===== config.mk =====
export PLATFORM = sky130hd
export DESIGN_NAME = sr04_multi_ranger_flat
export DESIGN_NICKNAME = d
export VERILOG_FILES = /design/src/rtl/sr04_pkg.sv /design/src/rtl/sr04_multi_ranger_if.sv /design/src/rtl/sr04_tick_gen.sv /design/src/rtl/sr04_multi_ranger.sv /design/src/flat_wrapper.sv
export SDC_FILE = /design/constraint.sdc
export NUM_CORES = 1
export LEC_CHECK = 0
export ABC_AREA = 1
export CORE_MARGIN = 2
export CORE_UTILIZATION = 25
export CTS_CLUSTER_DIAMETER = 50
export DETAILED_ROUTE_END_ITERATION = 10
export PLACE_DENSITY = 0.51
export SYNTH_ARGS = -nofsm -noshare
export SYNTH_HDL_FRONTEND = slang
export SYNTH_HIERARCHICAL = 1
export SYNTH_SLANG_ARGS = --single-unit

===== constraint.sdc =====
create_clock -name clk -period 5.3 [get_ports clk]
set_input_delay 1.06 -clock clk [delete_from_list [all_inputs] [get_ports clk]]
set_output_delay 1.06 -clock clk [all_outputs]
set_load 0.1 [all_outputs]

===== src/rtl/sr04_pkg.sv =====
// Shared types and constants for the HC-SR04 ranging engine.
// Holds the FSM state encoding, the us-to-cm scaling constants and the tick divider helper.
package sr04_pkg;

  typedef enum logic [2:0] {
    ST_GAP  = 3'd0,
    ST_TRIG = 3'd1,
    ST_WAIT = 3'd2,
    ST_MEAS = 3'd3,
    ST_DONE = 3'd4
  } sr04_state_e;

  // 1130/65536 ~= 1/58 converts round-trip echo microseconds to centimetres
  localparam int unsigned DIST_SCALE = 1130;
  localparam int unsigned DIST_SHIFT = 16;
  localparam int unsigned US_CNT_W   = 16;

  function automatic int unsigned tick_div(input int unsigned clk_hz);
    int unsigned div;
    div = clk_hz / 1_000_000;
    if (div < 1) begin
      div = 1;
    end else begin
      div = div;
    end
    return div;
  endfunction

endpackage


===== src/rtl/sr04_multi_ranger_if.sv =====
// Result bus of the ranging engine towards display/UART consumers.
// master = ranging engine, slave = consumer.
interface sr04_multi_ranger_if #(
  parameter int unsigned NUM_CH = 4,
  parameter int unsigned DIST_W = 9
);
  localparam int unsigned CH_W = (NUM_CH > 1) ? $clog2(NUM_CH) : 1;

  logic                       dist_valid;
  logic [CH_W-1:0]            dist_ch;
  logic [DIST_W-1:0]          dist_cm;
  logic                       dist_err;
  logic [NUM_CH*DIST_W-1:0]   dist_all;
  logic [NUM_CH-1:0]          err_all;

  modport master (
    output dist_valid, dist_ch, dist_cm, dist_err, dist_all, err_all
  );

  modport slave (
    input dist_valid, dist_ch, dist_cm, dist_err, dist_all, err_all
  );
endinterface


===== src/rtl/sr04_tick_gen.sv =====
// Parametrised 1 us prescaler: one-cycle tick every DIV clocks, first tick DIV clocks after reset.
module sr04_tick_gen #(
  parameter int unsigned DIV = 100
) (
  input  logic clk,
  input  logic rst_n,
  output logic tick
);
  localparam int unsigned      CNT_W = (DIV > 1) ? $clog2(DIV) : 1;
  localparam logic [CNT_W-1:0] LAST  = CNT_W'(DIV - 1);

  logic [CNT_W-1:0] cnt_r;
  logic             tick_r;

  // free-running divider with registered tick
  always_ff @(posedge clk or negedge rst_n) begin
    if (!rst_n) begin
      cnt_r  <= '0;
      tick_r <= 1'b0;
    end else if (cnt_r == LAST) begin
      cnt_r  <= '0;
      tick_r <= 1'b1;
    end else begin
      cnt_r  <= cnt_r + CNT_W'(1);
      tick_r <= 1'b0;
    end
  end

  assign tick = tick_r;
endmodule


===== src/rtl/sr04_multi_ranger.sv =====
// Round-robin HC-SR04 ranging engine, one channel in flight at a time.
// Optional `SR04_AVG_EN: per-channel 4-sample moving average of valid distances.
module sr04_multi_ranger
  import sr04_pkg::*;
#(
  parameter int unsigned NUM_CH          = 4,
  parameter int unsigned CLK_HZ          = 100_000_000,
  parameter int unsigned TRIG_US         = 10,
  parameter int unsigned GAP_US          = 60000,
  parameter int unsigned WAIT_TIMEOUT_US = 30000,
  parameter int unsigned ECHO_TIMEOUT_US = 25000,
  parameter int unsigned DIST_W          = 9,
  parameter int unsigned MAX_CM          = 400
) (
  input  logic                clk,
  input  logic                rst_n,
  input  logic                enable,
  input  logic [NUM_CH-1:0]   echo,
  output logic [NUM_CH-1:0]   trigger,
  sr04_multi_ranger_if.master res
);
  localparam int unsigned         CH_W     = (NUM_CH > 1) ? $clog2(NUM_CH) : 1;
  localparam int unsigned         DIV      = tick_div(CLK_HZ);
  localparam logic [US_CNT_W-1:0] GAP_LAST = US_CNT_W'(GAP_US - 1);
  localparam logic [US_CNT_W-1:0] TRIG_LAST = US_CNT_W'(TRIG_US - 1);
  localparam logic [US_CNT_W-1:0] WAIT_TO  = US_CNT_W'(WAIT_TIMEOUT_US);
  localparam logic [US_CNT_W-1:0] ECHO_TO  = US_CNT_W'(ECHO_TIMEOUT_US);
  localparam logic [CH_W-1:0]     CH_LAST  = CH_W'(NUM_CH - 1);
  localparam logic [DIST_W-1:0]   MAX_D    = DIST_W'(MAX_CM);
  localparam logic [NUM_CH-1:0]   CH0_HOT  = NUM_CH'(1);

  logic                     tick_s;
  logic [NUM_CH-1:0]        echo_s1_r, echo_s2_r, echo_s3_r;
  logic                     echo_lvl_s, echo_rise_s, meas_ok_s;
  sr04_state_e              state_r;
  logic [CH_W-1:0]          ch_r;
  logic [US_CNT_W-1:0]      us_cnt_r, us_inc_s;
  logic [26:0]              prod_s, scaled_s;
  logic [DIST_W-1:0]        dist_raw_s, result_cm_s;
  logic [NUM_CH-1:0]        trigger_r;
  logic                     valid_r, dist_err_r;
  logic [CH_W-1:0]          dist_ch_r;
  logic [DIST_W-1:0]        dist_cm_r;
  logic [NUM_CH*DIST_W-1:0] dist_all_r;
  logic [NUM_CH-1:0]        err_all_r;

  sr04_tick_gen #(.DIV(DIV)) u_tick (
    .clk   (clk),
    .rst_n (rst_n),
    .tick  (tick_s)
  );

  // two-stage synchroniser plus a delay stage for rising-edge detection
  always_ff @(posedge clk or negedge rst_n) begin
    if (!rst_n) begin
      echo_s1_r <= '0;
      echo_s2_r <= '0;
      echo_s3_r <= '0;
    end else begin
      echo_s1_r <= echo;
      echo_s2_r <= echo_s1_r;
      echo_s3_r <= echo_s2_r;
    end
  end

  assign echo_lvl_s  = echo_s2_r[ch_r];
  assign echo_rise_s = echo_s2_r[ch_r] & ~echo_s3_r[ch_r];
  assign meas_ok_s   = (state_r == ST_MEAS) && !echo_lvl_s;
  assign us_inc_s    = (us_cnt_r == {US_CNT_W{1'b1}}) ? us_cnt_r : us_cnt_r + US_CNT_W'(1);

  // echo time to centimetres, saturated at MAX_CM
  always_comb begin
    prod_s   = 27'(us_cnt_r) * 27'(DIST_SCALE);
    scaled_s = prod_s >> DIST_SHIFT;
    if (scaled_s > 27'(MAX_CM)) begin
      dist_raw_s = MAX_D;
    end else begin
      dist_raw_s = DIST_W'(scaled_s);
    end
  end

`ifdef SR04_AVG_EN
  localparam int unsigned HIST_D = 3;
  localparam int unsigned SUM_W  = DIST_W + 2;

  // the three previous valid samples; the incoming one completes the window of four
  logic [DIST_W-1:0] hist_r [NUM_CH][HIST_D];
  logic [NUM_CH-1:0] primed_r;
  logic [SUM_W-1:0]  sum_s;

  // a fresh channel behaves as if its whole window held the first sample
  always_comb begin
    if (primed_r[ch_r]) begin
      sum_s = SUM_W'(dist_raw_s) + SUM_W'(hist_r[ch_r][0]) +
              SUM_W'(hist_r[ch_r][1]) + SUM_W'(hist_r[ch_r][2]);
    end else begin
      sum_s = {dist_raw_s, 2'b00};
    end
    result_cm_s = DIST_W'(sum_s >> 2);
  end

  // push valid samples only; timeouts leave the history untouched
  always_ff @(posedge clk or negedge rst_n) begin
    if (!rst_n) begin
      primed_r <= '0;
      for (int i = 0; i < NUM_CH; i++) begin
        for (int j = 0; j < HIST_D; j++) begin
          hist_r[i][j] <= '0;
        end
      end
    end else if (meas_ok_s) begin
      primed_r[ch_r] <= 1'b1;
      if (!primed_r[ch_r]) begin
        for (int j = 0; j < HIST_D; j++) begin
          hist_r[ch_r][j] <= dist_raw_s;
        end
      end else begin
        hist_r[ch_r][2] <= hist_r[ch_r][1];
        hist_r[ch_r][1] <= hist_r[ch_r][0];
        hist_r[ch_r][0] <= dist_raw_s;
      end
    end
  end
`else
  assign result_cm_s = dist_raw_s;
`endif

  // measurement sequencer; results are published on the transition into DONE
  always_ff @(posedge clk or negedge rst_n) begin
    if (!rst_n) begin
      state_r    <= ST_GAP;
      ch_r       <= '0;
      us_cnt_r   <= '0;
      trigger_r  <= '0;
      valid_r    <= 1'b0;
      dist_ch_r  <= '0;
      dist_cm_r  <= '0;
      dist_err_r <= 1'b0;
      dist_all_r <= '0;
      err_all_r  <= '0;
    end else begin
      valid_r <= 1'b0;
      case (state_r)
        ST_GAP: begin
          if (!enable) begin
            us_cnt_r <= '0;
          end else if (tick_s) begin
            if (us_cnt_r == GAP_LAST) begin
              state_r   <= ST_TRIG;
              us_cnt_r  <= '0;
              trigger_r <= CH0_HOT << ch_r;
            end else begin
              us_cnt_r <= us_inc_s;
            end
          end
        end
        ST_TRIG: begin
          if (tick_s) begin
            if (us_cnt_r == TRIG_LAST) begin
              state_r   <= ST_WAIT;
              us_cnt_r  <= '0;
              trigger_r <= '0;
            end else begin
              us_cnt_r <= us_inc_s;
            end
          end
        end
        ST_WAIT: begin
          if (echo_rise_s) begin
            state_r  <= ST_MEAS;
            us_cnt_r <= '0;
          end else if (us_cnt_r >= WAIT_TO) begin
            state_r          <= ST_DONE;
            us_cnt_r         <= '0;
            valid_r          <= 1'b1;
            dist_ch_r        <= ch_r;
            dist_cm_r        <= MAX_D;
            dist_err_r       <= 1'b1;
            err_all_r[ch_r]  <= 1'b1;
          end else if (tick_s) begin
            us_cnt_r <= us_inc_s;
          end
        end
        ST_MEAS: begin
          if (meas_ok_s) begin
            state_r                              <= ST_DONE;
            us_cnt_r                             <= '0;
            valid_r                              <= 1'b1;
            dist_ch_r                            <= ch_r;
            dist_cm_r                            <= result_cm_s;
            dist_err_r                           <= 1'b0;
            err_all_r[ch_r]                      <= 1'b0;
            dist_all_r[ch_r*DIST_W +: DIST_W]    <= result_cm_s;
          end else if (us_cnt_r >= ECHO_TO) begin
            state_r          <= ST_DONE;
            us_cnt_r         <= '0;
            valid_r          <= 1'b1;
            dist_ch_r        <= ch_r;
            dist_cm_r        <= MAX_D;
            dist_err_r       <= 1'b1;
            err_all_r[ch_r]  <= 1'b1;
          end else if (tick_s) begin
            us_cnt_r <= us_inc_s;
          end
        end
        ST_DONE: begin
          state_r  <= ST_GAP;
          us_cnt_r <= '0;
          ch_r     <= (ch_r == CH_LAST) ? '0 : ch_r + CH_W'(1);
        end
        default: begin
          state_r   <= ST_GAP;
          us_cnt_r  <= '0;
          trigger_r <= '0;
        end
      endcase
    end
  end

  assign trigger        = trigger_r;
  assign res.dist_valid = valid_r;
  assign res.dist_ch    = dist_ch_r;
  assign res.dist_cm    = dist_cm_r;
  assign res.dist_err   = dist_err_r;
  assign res.dist_all   = dist_all_r;
  assign res.err_all    = err_all_r;
endmodule

===== src/flat_wrapper.sv =====
// flat-port wrapper written by rule: the top's interface ports become plain ports
module sr04_multi_ranger_flat import sr04_pkg::*;
#(
  parameter int unsigned NUM_CH          = 4,
  parameter int unsigned CLK_HZ          = 100_000_000,
  parameter int unsigned TRIG_US         = 10,
  parameter int unsigned GAP_US          = 60000,
  parameter int unsigned WAIT_TIMEOUT_US = 30000,
  parameter int unsigned ECHO_TIMEOUT_US = 25000,
  parameter int unsigned DIST_W          = 9,
  parameter int unsigned MAX_CM          = 400
)
  (clk, rst_n, enable, echo, trigger, res_dist_valid, res_dist_ch, res_dist_cm, res_dist_err, res_dist_all, res_err_all);
  sr04_multi_ranger_if #(.NUM_CH(NUM_CH), .DIST_W(DIST_W)) res_i ();
  input  logic clk;
  input  logic rst_n;
  input  logic enable;
  input  logic [NUM_CH-1:0] echo;
  output logic [NUM_CH-1:0] trigger;
  output wire logic [$bits(res_i.dist_valid)-1:0] res_dist_valid;
  output wire logic [$bits(res_i.dist_ch)-1:0] res_dist_ch;
  output wire logic [$bits(res_i.dist_cm)-1:0] res_dist_cm;
  output wire logic [$bits(res_i.dist_err)-1:0] res_dist_err;
  output wire logic [$bits(res_i.dist_all)-1:0] res_dist_all;
  output wire logic [$bits(res_i.err_all)-1:0] res_err_all;
  assign res_dist_valid = res_i.dist_valid;
  assign res_dist_ch = res_i.dist_ch;
  assign res_dist_cm = res_i.dist_cm;
  assign res_dist_err = res_i.dist_err;
  assign res_dist_all = res_i.dist_all;
  assign res_err_all = res_i.err_all;
  sr04_multi_ranger #(.NUM_CH(NUM_CH), .CLK_HZ(CLK_HZ), .TRIG_US(TRIG_US), .GAP_US(GAP_US), .WAIT_TIMEOUT_US(WAIT_TIMEOUT_US), .ECHO_TIMEOUT_US(ECHO_TIMEOUT_US), .DIST_W(DIST_W), .MAX_CM(MAX_CM)) u_core (.clk(clk), .rst_n(rst_n), .enable(enable), .echo(echo), .trigger(trigger), .res(res_i));
endmodule

==> out/metrics.yaml, run 1 <==
cap_viol_max_count: 0
grt_max_degree: 72
setup_tns_ps: 0
pre_cts_slack_ps: 31.00
crit_path_end_kind: "flip-flop"
root_buffer: "clkbuf_16"
hold_path.class: "reg2reg"
intPower_uw: 1435
first_global_vias: 7046
design_area_sq_um: 10140
worstHoldStart: "u_core/echo_s1_r[0]"
slew_viol_final: 0
pwr-share-clk: 0.253
yosys.area.top_type: "dfrtp_1"
synth-seq-area-share: 0.2873
hold_buffers: 0
setup_viol: 0
worst-setup-path-type: "reg2reg"
wl_per_cell_um: 14.02
layout_min_cycle_time_ps: 4971
start_kind: "flip-flop"
wl_met1_um: 11670
cp_top_family: "adder cells"
final_cell_mix: "nand2_1 (274), inv_1 (194), ha_1 (119)"
synth_area_sq_um: 8536
fin_worst_skew_ps: 11.82
rrSetupSlack_ps: 330
min_period_over_period: 0.9378
die_area_sq_um: 35640
async_flop_share: 1.000
power.leakage_uw: 0.005367
synth_area_leaders: "dfrtp_1 (29%), ha_1 (17%), nand2_1 (12%), inv_1 (8.6%), fa_1 (7.7%)"
path_cells: "clkinvlp_4 -> ha_1 -> ha_1 -> fa_1 -> fa_1 -> inv_1 -> fa_1 -> inv_1 -> ha_1 -> nand2_1 -> inv_1 -> a21oi_1 -> nand2_1 -> nand2_1 -> nand3_1 -> nand2_1 -> nand2_1 -> nor2_2 -> nand2_1 -> nand2_2 -> nand2_8 -> nand2_2 -> nand4_1 -> nand2_1"
syn_inst: 1091
routed_via_density: 4.348
clock_sinks: 98
dp_hpwl_um: 18260
wl_met2_um: 10220
path_max_fanout: 21
syn-num-nets: 1250
path_common_cell: "nand2_1"
wl_um: 22830
wl_met3_um: 748
whs_endpoint: "u_core/echo_s2_r[0]"
drtIter0Drc: 299
power_switching_uw: 1190
tightest_slew_ps: 1043
gr-usage-all-layers: 0.1318
synth_top_area_frac: 0.2873
num_vias: 7078
hold_depth: 0
slowest_stage: "fa_1"
layout.cells.most_common: "nand2_1"
total_power_uw: 2625
combPwrFrac: 0.398
synth-seq-cells: 98
grt_pass1_wl_um: 37840
cp.arrival_ps: 5260
first_pass_iters: 7
seqPwrFrac: 0.349
hold_viol_final: 0
path_buf_inv: 4
die_y_um: 188.8
drive_above_1_share: 0.08559
clk_latency_ps: 360
rows: 67
die_w_um: 188.8
synth_warnings: 6
cts_made_buffers: 9
drc_errors: 0
gp_congestion: 0.8478
placed_cell_area_sq_um: 9782
num_antenna_cells: 0
io_buffers: 63
ant_nets: 0
nNetsFinal: 1334
p_sw_frac: 0.4534
r2r_cells: 24
pwr_density_cell_nw_per_um2: 258.8
rr_endpoint: "u_core/res.dist_all[16]"
path_clk_slew_ps: 80
reg2reg_from: "u_core/us_cnt_r[8]"
highest_layer: "met4"
cp.required_ps: 5590
relSlewSlack: 0.3022
max_stage_delay_ps: 540
synthDistinctLibCells: 46
layout_setup_ws_ps: 329.5
tritoncts: "built"
timing.hold.ws_ps: 350.9
max-vdd-ir-drop_uv: 280.9
cts-htree-levels: 3
antenna_found_initial: 0
coreArea_sq_um: 33620
syn_avg_cell_area_sq_um: 7.824
max_freq_mhz: 201.2
area_delta_synth_final_pct: 18.81
cts_buffer_depth: 2
synth_edf_count: 0
grt.overflow.total: 0
outcome: "finished, final reports clean"
initial_core_util: 0.2539
ys.flop_type: "dfrtp_1"
io-pin-count: 64
-- cell usage after synthesis, drive strengths merged (2+ instances only) --
cell and n:
o21bai 11, nor3 8, nand3 53, nand2 290, a22o 3, fa 33, clkbuf 6, nand4 19
nor4 4, o211ai 10, o21a 2, dfrtp 98, xnor2 2, o31ai 4, nor2 85, a31oi 2
and3 2, buf 10, o21ai 70, xor2 15, a21oi 28, nand3b 6, ha 119, inv 204
o22ai 3
-- per-stage QoR --
stage	utilization	cells
floorplan	-	1091
global placement	0.2910	1607
detailed placement	0.2910	1607
CTS	0.2997	1623
global route	0.3017	1628
finish	0.3017	1628
-- power groups by stage --
| stage | logic [uW] | clock network, uW | registers, uW |
|---|---|---|---|
| after floorplan | 466 | 0 | 1210 |
| after global placement | 1050 | 0 | 933 |
| after detailed placement | 1050 | 0 | 932 |
| after CTS | 1060 | 687 | 918 |
| after global routing | 1150 | 718 | 928 |
| final | 1040 | 664 | 917 |
-- layout make-up --
cell class | count | area (sq um)
timing repair buffer | 89 | 823.3
sequential | 98 | 2455
clock inverter | 6 | 55.05
multi-input combinational | 772 | 5235
inverter | 205 | 773.2
fill | 3612 | 23480
tap | 448 | 560.5
clock buffer | 10 | 239.0
-- how the worst max path moves through the flow --
stage | start | endpoint | slack (ps) | cells after the start
after floorplan | u_core/us_cnt_r[9] | u_core/res.dist_all[13] | 710 | 24
after global placement | u_core/us_cnt_r[8] | u_core/res.dist_cm[7] | 120 | 23
after detailed placement | u_core/us_cnt_r[8] | u_core/res.dist_cm[7] | 30 | 23
after CTS | u_core/us_cnt_r[8] | u_core/res.dist_cm[7] | 2 | 23
after global routing | u_core/us_cnt_r[8] | u_core/res.dist_all[16] | -30 | 24
final | u_core/us_cnt_r[8] | u_core/res.dist_all[16] | 330 | 24
-- sequential cells by signal, indices dropped and copies added, names as in the netlist, named ones only --
signal	cells
u_core/res.dist_all	36
u_core/res.dist_err	1
u_core/res.dist_cm	9
u_core/echo_s2_r	4
u_core/trigger	4
u_core/us_cnt_r	16
u_core/echo_s1_r	4
u_core/u_tick/tick	1
u_core/res.dist_ch	2
u_core/ch_r	2
u_core/u_tick/cnt_r	7
u_core/echo_s3_r	4
u_core/res.dist_valid	1
u_core/state_r	3
-- layer usage --
metal,up-vias,global-route usage
met3,17,0.02235
met5,-,0
met4,0,0.02224
met1,3322,0.1889
li1,3623,-
met2,116,0.2103
-- kinds of logic after synthesis --
family,after synthesis,synth area share
XOR/XNOR,17,0.01744
buffers and inverters,221,0.1019
flip-flops,98,0.2873
AND/OR/NAND/NOR,468,0.2490
adder cells (fa/ha/maj),152,0.2518
AO/OA/AOI/OAI,135,0.09249
-- what timing repair did --
item	4_1_cts	5_1_grt
gates resized for setup	0	9
endpoints found under the setup margin	0	43
setup buffers	0	5
No activity file was read; power rests on OpenSTA's default activity.
==> inputs of run 2 (changes only) <==
--- a/config.mk
+++ b/config.mk
@@ -10,7 +10,7 @@
 export CORE_UTILIZATION = 25
 export CTS_CLUSTER_DIAMETER = 50
 export DETAILED_ROUTE_END_ITERATION = 10
-export PLACE_DENSITY = 0.51
+export PLACE_DENSITY_LB_ADDON = 0.1
 export SYNTH_ARGS = -nofsm -noshare
 export SYNTH_HDL_FRONTEND = slang
 export SYNTH_HIERARCHICAL = 1
==> run 2 against run 1 <==
- first-iteration DRC count grew 25%
- register-to-register slack worse by 30 ps
- clock power grew 14%
- global-route usage increased by 1.7 points
- worst setup slack lost 29 ps
- flip-flop and latch count unchanged
- clock-buffer cell count shrank 1
- combinational power about the same
- clock skew rose by 0.71 ps
==> out/metrics.yaml, run 2 (synthesized netlist as in run 1, its figures left out) <==
outcome: "finished, final reports clean"
cap_viol_max_count: 0
root_buffer: "clkbuf_16"
regArea_sq_um: 2455
drc_errors: 0
setup_viol: 0
io_buffers: 63
max_freq_mhz: 200.0
tightest_slew_ps: 1083
wl_per_cell_um: 15.55
area_delta_synth_final_pct: 20.43
drtIter0Drc: 375
rsz0062_at_grt: "false"
placed_cells: 1612
grt_pass1_wl_um: 41140
die_area_sq_um: 35640
hold_buffers: 0
antenna_found_initial: 0
crit_path_end_kind: "flip-flop"
io-pin-count: 64
clk_latency_ps: 370
first_global_vias: 7275
dp_hpwl_um: 20430
num_antenna_cells: 0
slowest_stage: "fa_1"
wl_um: 25430
cp.required_ps: 5600
final_cell_mix: "nand2_1 (271), inv_1 (195), ha_1 (117)"
coreArea_sq_um: 33620
gp_congestion: 0.8060
final_cell_count_no_fill: 1635
multi_input_area_sq_um: 5271
worst-setup-path-type: "reg2reg"
start_kind: "flip-flop"
rows: 67
tritoncts: "built"
die_y_um: 188.8
slew_viol_final: 0
routed_via_density: 4.336
clock_sinks: 98
cp.arrival_ps: 5300
hold_path.class: "reg2reg"
die_w_um: 188.8
path_clk_slew_ps: 80
grt_max_degree: 73
cts_buffer_depth: 2
nFillCells: 3631
ant_nets: 0
nNetsFinal: 1341
layout.cells.most_common: "nand2_1"
cts_made_buffers: 9
power.leakage_uw: 0.005422
min_period_over_period: 0.9434
cts-htree-levels: 3
grt.overflow.total: 0
pwr_density_cell_nw_per_um2: 267.8
first_pass_iters: 5
relSlewSlack: 0.2760
max_stage_delay_ps: 550
num_vias: 7089
path_max_fanout: 9
fin_worst_skew_ps: 12.53
layout_min_cycle_time_ps: 5000
largest_reg_flops: 36
initial_core_util: 0.2539
path_common_cell: "nand2_1"
fin_util: 0.3058
hold_viol_final: 0
gr-usage-all-layers: 0.1484
max-vdd-ir-drop_uv: 350.4
drive_above_1_share: 0.09688
run 2: where the power goes:
part           switching [uW]  internal [uW]
Combinational             785            284
Sequential                108            815
Clock                     336            425
run 2: critical path: cells and delay by family (launching register included):
family,cells,cell delay (ps)
AOI/OAI and AO/OA,1,200
adders and majority gates,6,2460
buffers and inverters,5,490
DFF,1,420
and+or+nand+nor,13,1380
run 2: worst paths after layout:
path                                      endpoint  depth (start not counted)           startpoint  slack (ps)
min                            u_core/echo_s2_r[3]                          0  u_core/echo_s1_r[3]         350
max in group asynchronous       u_core/us_cnt_r[5]                          2                rst_n        3450
max reg2reg                u_core/res.dist_all[35]                         25   u_core/us_cnt_r[8]         300
min reg2reg                    u_core/echo_s2_r[3]                          0  u_core/echo_s1_r[3]         350
min in group asynchronous   u_core/res.dist_all[1]                          1                rst_n         820
max                        u_core/res.dist_all[35]                         25   u_core/us_cnt_r[8]         300
run 2: per-stage QoR:
stage / setup WS (ps) / power, uW / setup TNS, ps / area (sq um) / hold WS [ps]
after floorplan: 710.3 / 1679 / 0 / 8536 / 331.2
after global placement: -6.789 / 2010 / -6.789 / 9819 / 337.5
after detailed placement: 29.34 / 2005 / 0 / 9819 / 345.5
after CTS: 83.42 / 2787 / 0 / 10160 / 358.1
after global routing: 8.661 / 2932 / 0 / 10280 / 365.4
final: 300.0 / 2753 / 0 / 10280 / 354.9
run 2: routing by layer:
metal / up-vias / part of all wire / global-route usage
li1: 3642 / - / -
met1: 3337 / 0.50 / 0.2051
met2: 97 / 0.46 / 0.2462
met3: 13 / 0.029 / 0.02216
met4: 0 / 0.010 / 0.02945
met5: - / 0 / 0
run 2: final cells by class:
class / instances / share of cell area
multi-input combinational: 772 / 0.5128
clock inverter: 7 / 0.01071
inverter: 205 / 0.07485
sequential: 98 / 0.2388
tap: 448 / 0.05453
timing repair buffer: 96 / 0.08642
clock buffer: 9 / 0.02191
run 2: what timing repair did:
item                                    CTS  global route
gates cloned                              0             0
pin swaps                                 0             1
endpoints found under the setup margin    1            43
resized for setup                         1            16
setup buffers                             0             7
